### src/rtl/mem_arb_pkg.sv
// mem_arb_pkg: shared types and default sizes for the two-port memory arbiter.
package mem_arb_pkg;
   localparam int AW_DEF    = 32;
   localparam int DW_DEF    = 32;
   localparam int DEPTH_DEF = 4;
   typedef logic id_t;
   typedef struct packed {
      logic [AW_DEF-1:0]   addr;
      logic                we;
      logic [DW_DEF-1:0]   wdata;
      logic [DW_DEF/8-1:0] wstrb;
   } req_t;
endpackage

### src/rtl/mem_arb_id_fifo.sv
// mem_arb_id_fifo: DEPTH x 1-bit in-order FIFO of requester IDs for outstanding transactions.
module mem_arb_id_fifo
   import mem_arb_pkg::*;
#(
   parameter int DEPTH = DEPTH_DEF,
   localparam int PW = $clog2(DEPTH),
   localparam int CW = PW + 1
) (
   input  logic          clock,
   input  logic          reset,
   input  logic          push,
   input  logic          pop,
   input  id_t           din,
   output id_t           head,
   output logic [CW-1:0] count
);
   logic [DEPTH-1:0] mem;
   logic [PW-1:0]    wp, rp;
   always_ff @(posedge clock) begin
      if (reset) begin
         wp    <= '0;
         rp    <= '0;
         count <= '0;
      end else begin
         if (push) begin
            mem[wp] <= din;
            wp      <= wp + PW'(1);
         end
         if (pop) rp <= rp + PW'(1);
         count <= count + CW'(push) - CW'(pop);
      end
   end
   assign head = mem[rp];
endmodule

### src/rtl/mem_arbiter.sv
// mem_arbiter: shares one memory port between fetch (r0) and data (r1), routing in-order responses.
// MEM_ARB_ROUND_ROBIN_EN selects round-robin arbitration; otherwise r1 has fixed priority.
module mem_arbiter
   import mem_arb_pkg::*;
#(
   parameter int AW    = AW_DEF,
   parameter int DW    = DW_DEF,
   parameter int DEPTH = DEPTH_DEF
) (
   input  logic            clock,
   input  logic            reset,
   input  logic            r0_valid,
   output logic            r0_ready,
   input  logic [AW-1:0]   r0_addr,
   input  logic            r0_we,
   input  logic [DW-1:0]   r0_wdata,
   input  logic [DW/8-1:0] r0_wstrb,
   output logic            r0_s_valid,
   input  logic            r0_s_ready,
   output logic [DW-1:0]   r0_s_data,
   input  logic            r1_valid,
   output logic            r1_ready,
   input  logic [AW-1:0]   r1_addr,
   input  logic            r1_we,
   input  logic [DW-1:0]   r1_wdata,
   input  logic [DW/8-1:0] r1_wstrb,
   output logic            r1_s_valid,
   input  logic            r1_s_ready,
   output logic [DW-1:0]   r1_s_data,
   output logic            mem_valid,
   input  logic            mem_ready,
   output logic [AW-1:0]   mem_addr,
   output logic            mem_we,
   output logic [DW-1:0]   mem_wdata,
   output logic [DW/8-1:0] mem_wstrb,
   input  logic            mem_s_valid,
   output logic            mem_s_ready,
   input  logic [DW-1:0]   mem_s_data,
   output logic            error
);
   localparam int CW = $clog2(DEPTH) + 1;
   logic          slot_free, can_grant, grant, has, pop;
   id_t           win, head;
   logic [CW-1:0] count;
`ifdef MEM_ARB_ROUND_ROBIN_EN
   id_t last;
`endif
   always_comb begin
      slot_free = !mem_valid | mem_ready;
      // a same-cycle pop is ignored here, so a full FIFO stalls one extra cycle
      can_grant = slot_free & (count < CW'(DEPTH));
`ifdef MEM_ARB_ROUND_ROBIN_EN
      win = r1_valid & (!r0_valid | !last);
`else
      win = r1_valid;
`endif
      r1_ready    = can_grant & win;
      r0_ready    = can_grant & r0_valid & !win;
      grant       = r0_ready | r1_ready;
      has         = count != '0;
      r0_s_valid  = mem_s_valid & has & !head;
      r1_s_valid  = mem_s_valid & has & head;
      mem_s_ready = has ? (head ? r1_s_ready : r0_s_ready) : 1'b1;
      pop         = mem_s_valid & mem_s_ready & has;
   end
   always_ff @(posedge clock) begin
      if (reset) begin
         mem_valid <= 1'b0;
         mem_addr  <= '0;
         mem_we    <= 1'b0;
         mem_wdata <= '0;
         mem_wstrb <= '0;
         error     <= 1'b0;
`ifdef MEM_ARB_ROUND_ROBIN_EN
         last      <= 1'b1;
`endif
      end else begin
         if (grant) begin
            mem_valid <= 1'b1;
            mem_addr  <= win ? r1_addr : r0_addr;
            mem_we    <= win ? r1_we : r0_we;
            mem_wdata <= win ? r1_wdata : r0_wdata;
            mem_wstrb <= win ? r1_wstrb : r0_wstrb;
`ifdef MEM_ARB_ROUND_ROBIN_EN
            last      <= win;
`endif
         end else if (mem_ready) begin
            mem_valid <= 1'b0;
         end
         error <= error | (mem_s_valid & !has);
      end
   end
   assign r0_s_data = mem_s_data;
   assign r1_s_data = mem_s_data;
   mem_arb_id_fifo #(.DEPTH(DEPTH)) u_fifo (
      .clock(clock),
      .reset(reset),
      .push (grant),
      .pop  (pop),
      .din  (win),
      .head (head),
      .count(count)
   );
endmodule

### config.mk
export PLATFORM = sky130hd
export DESIGN_NAME = mem_arbiter
export DESIGN_NICKNAME = d
export VERILOG_FILES = /design/src/rtl/mem_arb_pkg.sv /design/src/rtl/mem_arb_id_fifo.sv /design/src/rtl/mem_arbiter.sv
export SDC_FILE = /design/constraint.sdc
export NUM_CORES = 1
export LEC_CHECK = 0
export CAP_MARGIN = 5
export CORE_MARGIN = 10
export CORE_UTILIZATION = 37
export CTS_CLUSTER_SIZE = 24
export DETAILED_ROUTE_END_ITERATION = 16
export GPL_TIMING_DRIVEN = 0
export HOLD_SLACK_MARGIN = 0.06
export PLACE_DENSITY = 0.82
export SYNTH_ARGS = -nofsm -noshare
export SYNTH_HDL_FRONTEND = slang
export SYNTH_HIERARCHICAL = 1
export SYNTH_SLANG_ARGS = --single-unit
### constraint.sdc
create_clock -name clock -period 3.78 [get_ports clock]
set_clock_uncertainty 0.15 [all_clocks]
set_input_delay 0.756 -clock clock [delete_from_list [all_inputs] [get_ports clock]]
set_output_delay 0.756 -clock clock [all_outputs]
set_load 0.005 [all_outputs]
# After elaboration in Yosys (flattened, before gate mapping)
# Cells that the tools add are included.
[word_totals]
regBits = 82
latchBits = 0
ramBits = 0
mem_bits_ro = 0
inputBits = 178
output_inout_bits = 140
wordCells = 53
n_memories = 0
[classes]
addsub = 4
n_mul = 0
n_div = 0
order_cmp = 4
eq_ne = 0
shifts = 0
mux = 13
n_bitwise = 14
reduce_logical = 8
[ops]
columns = ["cell", "n"]
rows = [
  ["$mux 32", 2],
  ["$and 1x1->1", 10],
  ["$mux 1", 7],
  ["$lt 2x3->1 const B", 2],
  ["$add 2x1->2 const B", 2],
  ["$bwmux 4", 1],
  ["$logic_not 1->1", 4],
  ["$mux 4", 1],
  ["$add 3x1->3", 1],
  ["$lt 3x3->1 const B", 1],
  ["$or 1x1->1", 3],
  ["$reduce_bool 3->1", 1],
  ["$sub 3x1->3", 1],
  ["$bmux 1 s2", 1],
  ["$demux 1 s2", 1],
  ["$ge 2x1->1 const B", 1],
  ["$reduce_and 2->1", 1],
  ["$reduce_bool 2->1", 1],
  ["$logic_and 1x1->1", 1],
  ["$not 1->1", 1],
]

# Longest topological paths before layout
# Gate-level depths: netlist of run 1.
[logic_depth]
depth_word = 8
mapped_depth = 12
depth_no_buf = 11

# Hierarchy
# Netlist of run 1, hierarchy kept.
[by_module_without_submodules]
columns = ["mod", "n_inst", "cells_per_inst", "area_each_um2", "seq_area_each_um2"]
rows = [
  ["mem_arbiter", 1, 459, 4331.7, 1421.4],
  ["mem_arb_id_fifo", 1, 42, 525.5, 260.2],
]

# Worst setup path before layout of run 1
# OpenSTA, ideal clock, no wires.
[synth_timing]
kind = "input to register"
from = "input port r1_valid"
to = "register u_fifo.count[2]"
setup_time_ns = 0.110
arrival_ns = 2.569
required_time_ns = 3.520
slack_ns = 0.951
path_stages = 12
n_path_buf = 2
path_cell_list = "buf_2 -> o211ai_2 -> buf_4 -> inv_1 -> inv_1 -> ha_1 -> inv_1 -> ha_1 -> inv_1 -> fa_1 -> xnor3_1 -> nor2_1"
[synth_between]
elab_chain_len = 5
word_cells_on_any_way = 6
classes_between = "2 x add/sub; 3 x bitwise; 1 x reduce/logical"
[synth_rtl]
columns = ["item", "line", "rtl"]
rows = [
  ["start, declared", "mem_arbiter.sv:21", "input logic r1_valid,"],
  ["$logic_not 1->1", "mem_arbiter.sv:58", "r0_ready = can_grant & r0_valid & !win;"],
  ["$and 1x1->1", "mem_arbiter.sv:58", ""],
  ["$or 1x1->1 (*)", "mem_arbiter.sv:59", "grant = r0_ready | r1_ready;"],
  ["named net grant", "mem_arbiter.sv:42", "logic slot_free, can_grant, grant, has, pop;"],
  ["$add 3x1->3 (*)", "mem_arb_id_fifo.sv:30", "count <= count + CW'(push) - CW'(pop);"],
  ["$sub 3x1->3 (*)", "mem_arb_id_fifo.sv:30", ""],
  ["end signal, assigned", "mem_arb_id_fifo.sv:30", ""],
  ["end, declared", "mem_arb_id_fifo.sv:15", "output logic [CW-1:0] count"],
]
# The timed path passes the listed nets; every way through them passes the cells marked *.
# A chain may end at the register's enable or synchronous reset.

# Worst setup path in the final report of run 1
[layout_timing]
from = "input port r1_valid"
to = "output port r1_ready"
[layout_between]
elab_chain_len = 1
[layout_rtl]
columns = ["item", "line", "rtl"]
rows = [
  ["$and 1x1->1", "mem_arbiter.sv:57", "r1_ready = can_grant & win;"],
  ["end, declared", "mem_arbiter.sv:22", "output logic r1_ready,"],
]
# Every way passes these cells.

==> results of run 1 <==
[cell usage after synthesis, drive strengths merged]
cell type	n
nand2b	1
clkbuf	14
a21oi	3
nor2	77
buf	80
edfxtp	4
xnor3	1
and3	2
a21bo	1
or3	1
inv	7
nor2b	62
fa	1
xnor2	2
nor3	1
nand2	2
and2	5
dfxtp	78
o211ai	1
mux2	69
ha	6
nand3b	1
mux2i	71
and2b	9
mux4	1
and3b	1
[logic make-up (layout without fill, tap and decap cells)]
family                     count (synthesis)  after routing
AOI/OAI and AO/OA                          5              5
xor gates and xnor gates                   3              3
adders and majority gates                  7              7
buffers and inverters                    101            402
DFF                                       82             82
muxes                                    141            141
other                                      0              1
and+or+nand+nor                          162            162
[stage by stage]
| step | TNS, ps | hold slack, ps |
|---|---|---|
| after floorplan | 0 | 310 |
| after global placement | -217 | 309 |
| after detailed placement | -351 | 320 |
| after CTS | 0 | 334 |
| after global routing | 0 | 361 |
| final | 0 | 336 |
[flip-flops by register name (all words and copies together), names as in the netlist]
name	cells
u_fifo/count	3
error	1
u_fifo/rp	2
mem_valid	1
mem_wstrb	4
mem_we	1
mem_wdata	32
u_fifo/mem	4
mem_addr	32
u_fifo/wp	2
[final cells by class]
type	instances	area (um2)
fill	1058	4520
timing repair buffer	285	2850
multi-input combinational	318	2510
sequential	82	1680
buffer	94	637
clock buffer	13	260
tap	172	215
inverter	7	26.3
clock inverter	3	15.0
antenna	1	2.50
[layer usage]
metal / part of all wire (%) / up-vias / wire [um]
li1: - / 2185 / -
met1: 36 / 2114 / 6650
met2: 52 / 201 / 9590
met3: 9.9 / 23 / 1830
met4: 2.1 / 0 / 392
met5: 0 / - / 0
[where the power goes]
part	total (mW)	internal, mW	switching, mW
Clock	0.821	0.478	0.343
Sequential	1.11	1.03	0.0866
Combinational	1.23	0.788	0.437
Total	3.16	2.29	0.866
[worst min-delay path: stages (launching register included)]
cell and delay (ps):
dfxtp_1 330, a21oi_1 40, nor2_1 80
[worst max path at each step]
stage          startpoint                          to  slack, ps  depth (start not counted)
2_1_floorplan    r1_valid  u_fifo/count[2]$_SDFF_PP0_        950                         12
3_3_place_gp     r1_valid  u_fifo/count[2]$_SDFF_PP0_       -150                         13
3_5_place_dp     r1_valid  u_fifo/count[2]$_SDFF_PP0_       -230                         13
4_1_cts          r1_valid                    r1_ready         50                          5
5_1_grt          r1_valid                    r1_ready         10                          5
6_report         r1_valid                    r1_ready        110                          5
==> results_dict.tcl, run 1 <==
set metrics [dict create \
    status "complete, no violations" \
    crit_chain "clkdlybuf4s50_1 > buf_2 > buf_2 > and3_1 > clkdlybuf4s50_1" \
    die-area_um2 18100 \
    whs_endpoint "error$_SDFF_PP0_" \
    synthToLayoutAreaGrowth_pct 68.9 \
    utilization_pct 64.5 \
    netlist_area_um2 4860 \
    io_pins 318 \
    pwr_density_cell_nw_per_um2 385 \
    finalHoldViolations 0 \
    worst_slack_ps 107 \
    drive_gt1_share_pct 20.1 \
    portBuffers 285 \
    finalNetCount 982 \
    synthAdderAreaFrac_pct 1.96 \
    final_cells 975 \
    layout_commonest_cell "clkdlybuf4s50_1" \
    cp-end-kind "output pin" \
    place_ws_ps -230 \
    first_pass_iters 7 \
    globalplace.congestion 0.872 \
    p_leak_nw 3.57 \
    drt-total-wl_um 18500 \
    clock_path_buffers 2 \
    ctsResizeCount 0 \
    muxShareOfSynthArea_pct 31.1 \
    post-place-cells 958 \
    worst_slew_pin_slew_ps 570 \
    antenna_left 0 \
    hp-class "flop to flop" \
    synth_compound_area_share_pct 0.773 \
    grt_antenna_before_repair 1 \
    cts_tree "done" \
    r2r_setup_slack_ps 910 \
    period_minus_slack_ps 3670 \
    ys_seq_elements 82 \
    layout_common_cells "clkdlybuf4s50_1 (285), dfxtp_1 (78), nor2_1 (77)" \
    synth_top_family_by_area "multiplexers" \
    fmax_mhz 272 \
    r2r-start "u_fifo/rp[0]$_SDFFE_PP0P_" \
    fp.dieH_um 135 \
    crit_slowest_cell "clkdlybuf4s50_1" \
    timing_worst_setup_path_type "input port to output pin" \
    num_vias 4523 \
    rows 41 \
    grtUsageMet2_pct 35.7 \
    rr_endpoint "u_fifo/count[2]$_SDFF_PP0_" \
    reg2reg_depth 10 \
    core_um2 12700 \
    drtIter0Drc 138 \
    ir_worst_vdd_uv 236 \
    cts_max_level 3 \
    grtUsageTotal_pct 19.4 \
    grt_busiest_layer "met2" \
    yosys_warnings 6 \
    p_total_mw 3.16 \
    grt_pass1_wl_um 27400 \
    synth.largest_area_cell "dfxtp_1" \
    path_max_fanout 10 \
    clk_pin_slew_ps 60 \
    max_slew_margin_pct 61.9 \
    setup_viol_count_final 0 \
    synthesis.nets 686 \
    startpoint_type "input port" \
    synth-xor-area-share_pct 0.824 \
    drc 0 \
    hold_depth 2 \
    root_buffer "clkbuf_16" \
    grt.met1_usage_pct 18.6 \
    maxCapViolCount 0 \
    wl_per_cell_um 18.9 \
    syn-instance-count 501 \
    met3_usage_pct 8.05 \
    start_util_pct 38.2 \
    slew_violations 0 \
    cp_top_family "buffers and inverters" \
    synth-simple-area-share_pct 17.1 \
    overflow 0 \
    die_w_um 135 \
    synth_top_area_share_pct 32.1 \
    numCtsBuffers 9 \
    synth_cell_types 30 \
    cp_data_required_time_ps 2870 \
    grt_pass1_vias 4879 \
    dp_hpwl_um 15600 \
    ys_seq_area_share_pct 34.6 \
    avgSynthCellArea_um2 9.69 \
    synth_area_leaders "dfxtp_1 (32%), mux2_2 (15%), mux2i_1 (15%), buf_4 (11%), nor2b_1 (8.0%)" \
    rsz0062_at_grt "false" \
    postLayoutCellArea_um2 8200 \
    clkSinkCount 82 \
    cts_setup_buffers 0 \
    grt_max_degree 14 \
    dpl_cell_area_um2 7930 \
    min_from "error$_SDFF_PP0_" \
    max_stage_delay_ps 540 \
    critPathArrivalTime_ps 2770 \
    clk-insertion-delay-late_ps 340 \
    fin_crit_sh_pct 97.2 \
    path_buf_inv 4 \
    hold_buffers 0 \
    vias_per_cell 4.64 \
]
Note: power is estimated with default switching activity, not from simulation.
==> inputs of run 2 (changes only) <==
--- a/config.mk
+++ b/config.mk
@@ -7,12 +7,12 @@
 export LEC_CHECK = 0
 export CAP_MARGIN = 5
 export CORE_MARGIN = 10
-export CORE_UTILIZATION = 37
+export CORE_UTILIZATION = 40
 export CTS_CLUSTER_SIZE = 24
 export DETAILED_ROUTE_END_ITERATION = 16
 export GPL_TIMING_DRIVEN = 0
 export HOLD_SLACK_MARGIN = 0.06
-export PLACE_DENSITY = 0.82
+export PLACE_DENSITY = 0.88
 export SYNTH_ARGS = -nofsm -noshare
 export SYNTH_HDL_FRONTEND = slang
 export SYNTH_HIERARCHICAL = 1
==> run 2 against run 1 <==
Compared with the run above:
- die area is 6.4% lower
- global-route usage down 0.16 points
- count of clock-buffer cells in the layout down 1
- core utilization rose by 4.1 points
- register-to-register slack lost 20 ps
- largest cell class unchanged
==> results_dict.tcl, run 2 (synthesis gave the netlist of run 1 again) <==
set metrics [dict create \
    reg2reg_depth 10 \
    hp-class "flop to flop" \
    drtIter0Drc 111 \
    critPathArrivalTime_ps 2670 \
    cp-end-kind "output pin" \
    clkSinkCount 82 \
    maxCapViolCount 0 \
    hold_depth 2 \
    fin_crit_sh_pct 94.7 \
    clk_pin_slew_ps 60 \
    max_slew_margin_pct 61.8 \
    num_vias 4400 \
    hold_buffers 0 \
    worst_slew_pin_slew_ps 573 \
    p_leak_nw 3.58 \
    utilization_pct 68.6 \
    pwr_density_cell_nw_per_um2 393 \
    overflow 0 \
    finalNetCount 982 \
    wl_per_cell_um 18.4 \
    globalplace.congestion 0.798 \
    whs_ps 322 \
    setup_viol_count_final 0 \
    clock_path_buffers 2 \
    cts_max_level 3 \
    ir_worst_vdd_uv 208 \
    worst_slack_ps 202 \
    antenna_left 0 \
    fmax_mhz 279 \
    start_util_pct 40.6 \
    fp.dieH_um 130 \
    dp_hpwl_um 14900 \
    portBuffers 285 \
    drc 0 \
    cp_data_required_time_ps 2870 \
    grtUsageTotal_pct 19.2 \
    core_um2 12000 \
    top_regs "mem_addr (32), mem_wdata (32)" \
    io_pins 318 \
    grt_pass1_wl_um 25500 \
    vias_per_cell 4.64 \
    rows 40 \
    clk-insertion-delay-late_ps 330 \
    drive_gt1_share_pct 20.2 \
    final_cells 949 \
    numCtsBuffers 9 \
    cts_tree "done" \
    ctsResizeCount 0 \
    cts_setup_buffers 0 \
    path_max_fanout 10 \
    post-place-cells 933 \
    layout_common_cells "clkdlybuf4s50_1 (285), dfxtp_1 (78), nor2_1 (77)" \
    die-area_um2 17000 \
    period_minus_slack_ps 3580 \
    startpoint_type "input port" \
    die_w_um 130 \
    first_pass_iters 5 \
    slew_violations 0 \
    timing_worst_setup_path_type "input port to output pin" \
    finalHoldViolations 0 \
    status "complete, no violations" \
    antenna_cells 0 \
    grt_antenna_before_repair 0 \
    rsz0062_at_grt "false" \
    drt-total-wl_um 17400 \
    grt_max_degree 14 \
    root_buffer "clkbuf_16" \
    layout_commonest_cell "clkdlybuf4s50_1" \
    grt_pass1_vias 4794 \
    synthToLayoutAreaGrowth_pct 68.8 \
    place_ws_ps -140 \
]
[run 2: worst max-delay path, stage by stage]
cell,delay [ps]
clkdlybuf4s50_1,530
buf_2,310
buf_2,350
and3_1,210
clkdlybuf4s50_1,510
[run 2: final timing paths]
kind / slack, ps / endpoint / startpoint
worst max-delay path: 200 / r1_ready / r1_valid
worst min-delay path: 320 / error$_SDFF_PP0_ / error$_SDFF_PP0_
worst min register to register: 320 / error$_SDFF_PP0_ / error$_SDFF_PP0_
worst max register to register: 890 / u_fifo/count[2]$_SDFF_PP0_ / u_fifo/rp[0]$_SDFFE_PP0P_
[run 2: cell type report]
cell class / count / area [um2]
Tap cell: 147 / 184
Clock inverter: 4 / 50.0
Buffer: 94 / 637
Inverter: 7 / 26.3
Multi-Input combinational cell: 318 / 2510
Clock buffer: 12 / 256
Timing Repair Buffer: 285 / 2850
Sequential cell: 82 / 1680
Fill cell: 951 / 3760
[run 2: where the power goes]
part           total, mW  internal (mW)  switching (mW)
clock              0.892          0.547           0.345
sequential          1.11           1.03          0.0838
combinational       1.22          0.788           0.428
[run 2: stage by stage]
stage	setup TNS, ps	instance area, um2	power, mW
after floorplan	0	4860	1.70
after global placement	-56.9	7890	2.31
after detailed placement	-179	7890	2.36
after CTS	0	8200	3.26
after global routing	0	8200	3.39
final	0	8200	3.22
[run 2: routing by layer]
metal	global-route usage, %	part of all wire, %	vias to the layer above
li1	-	-	2174
met1	18.0	33	2023
met2	37.2	54	186
met3	7.67	11	17
met4	5.69	1.5	0
met5	0	0	-
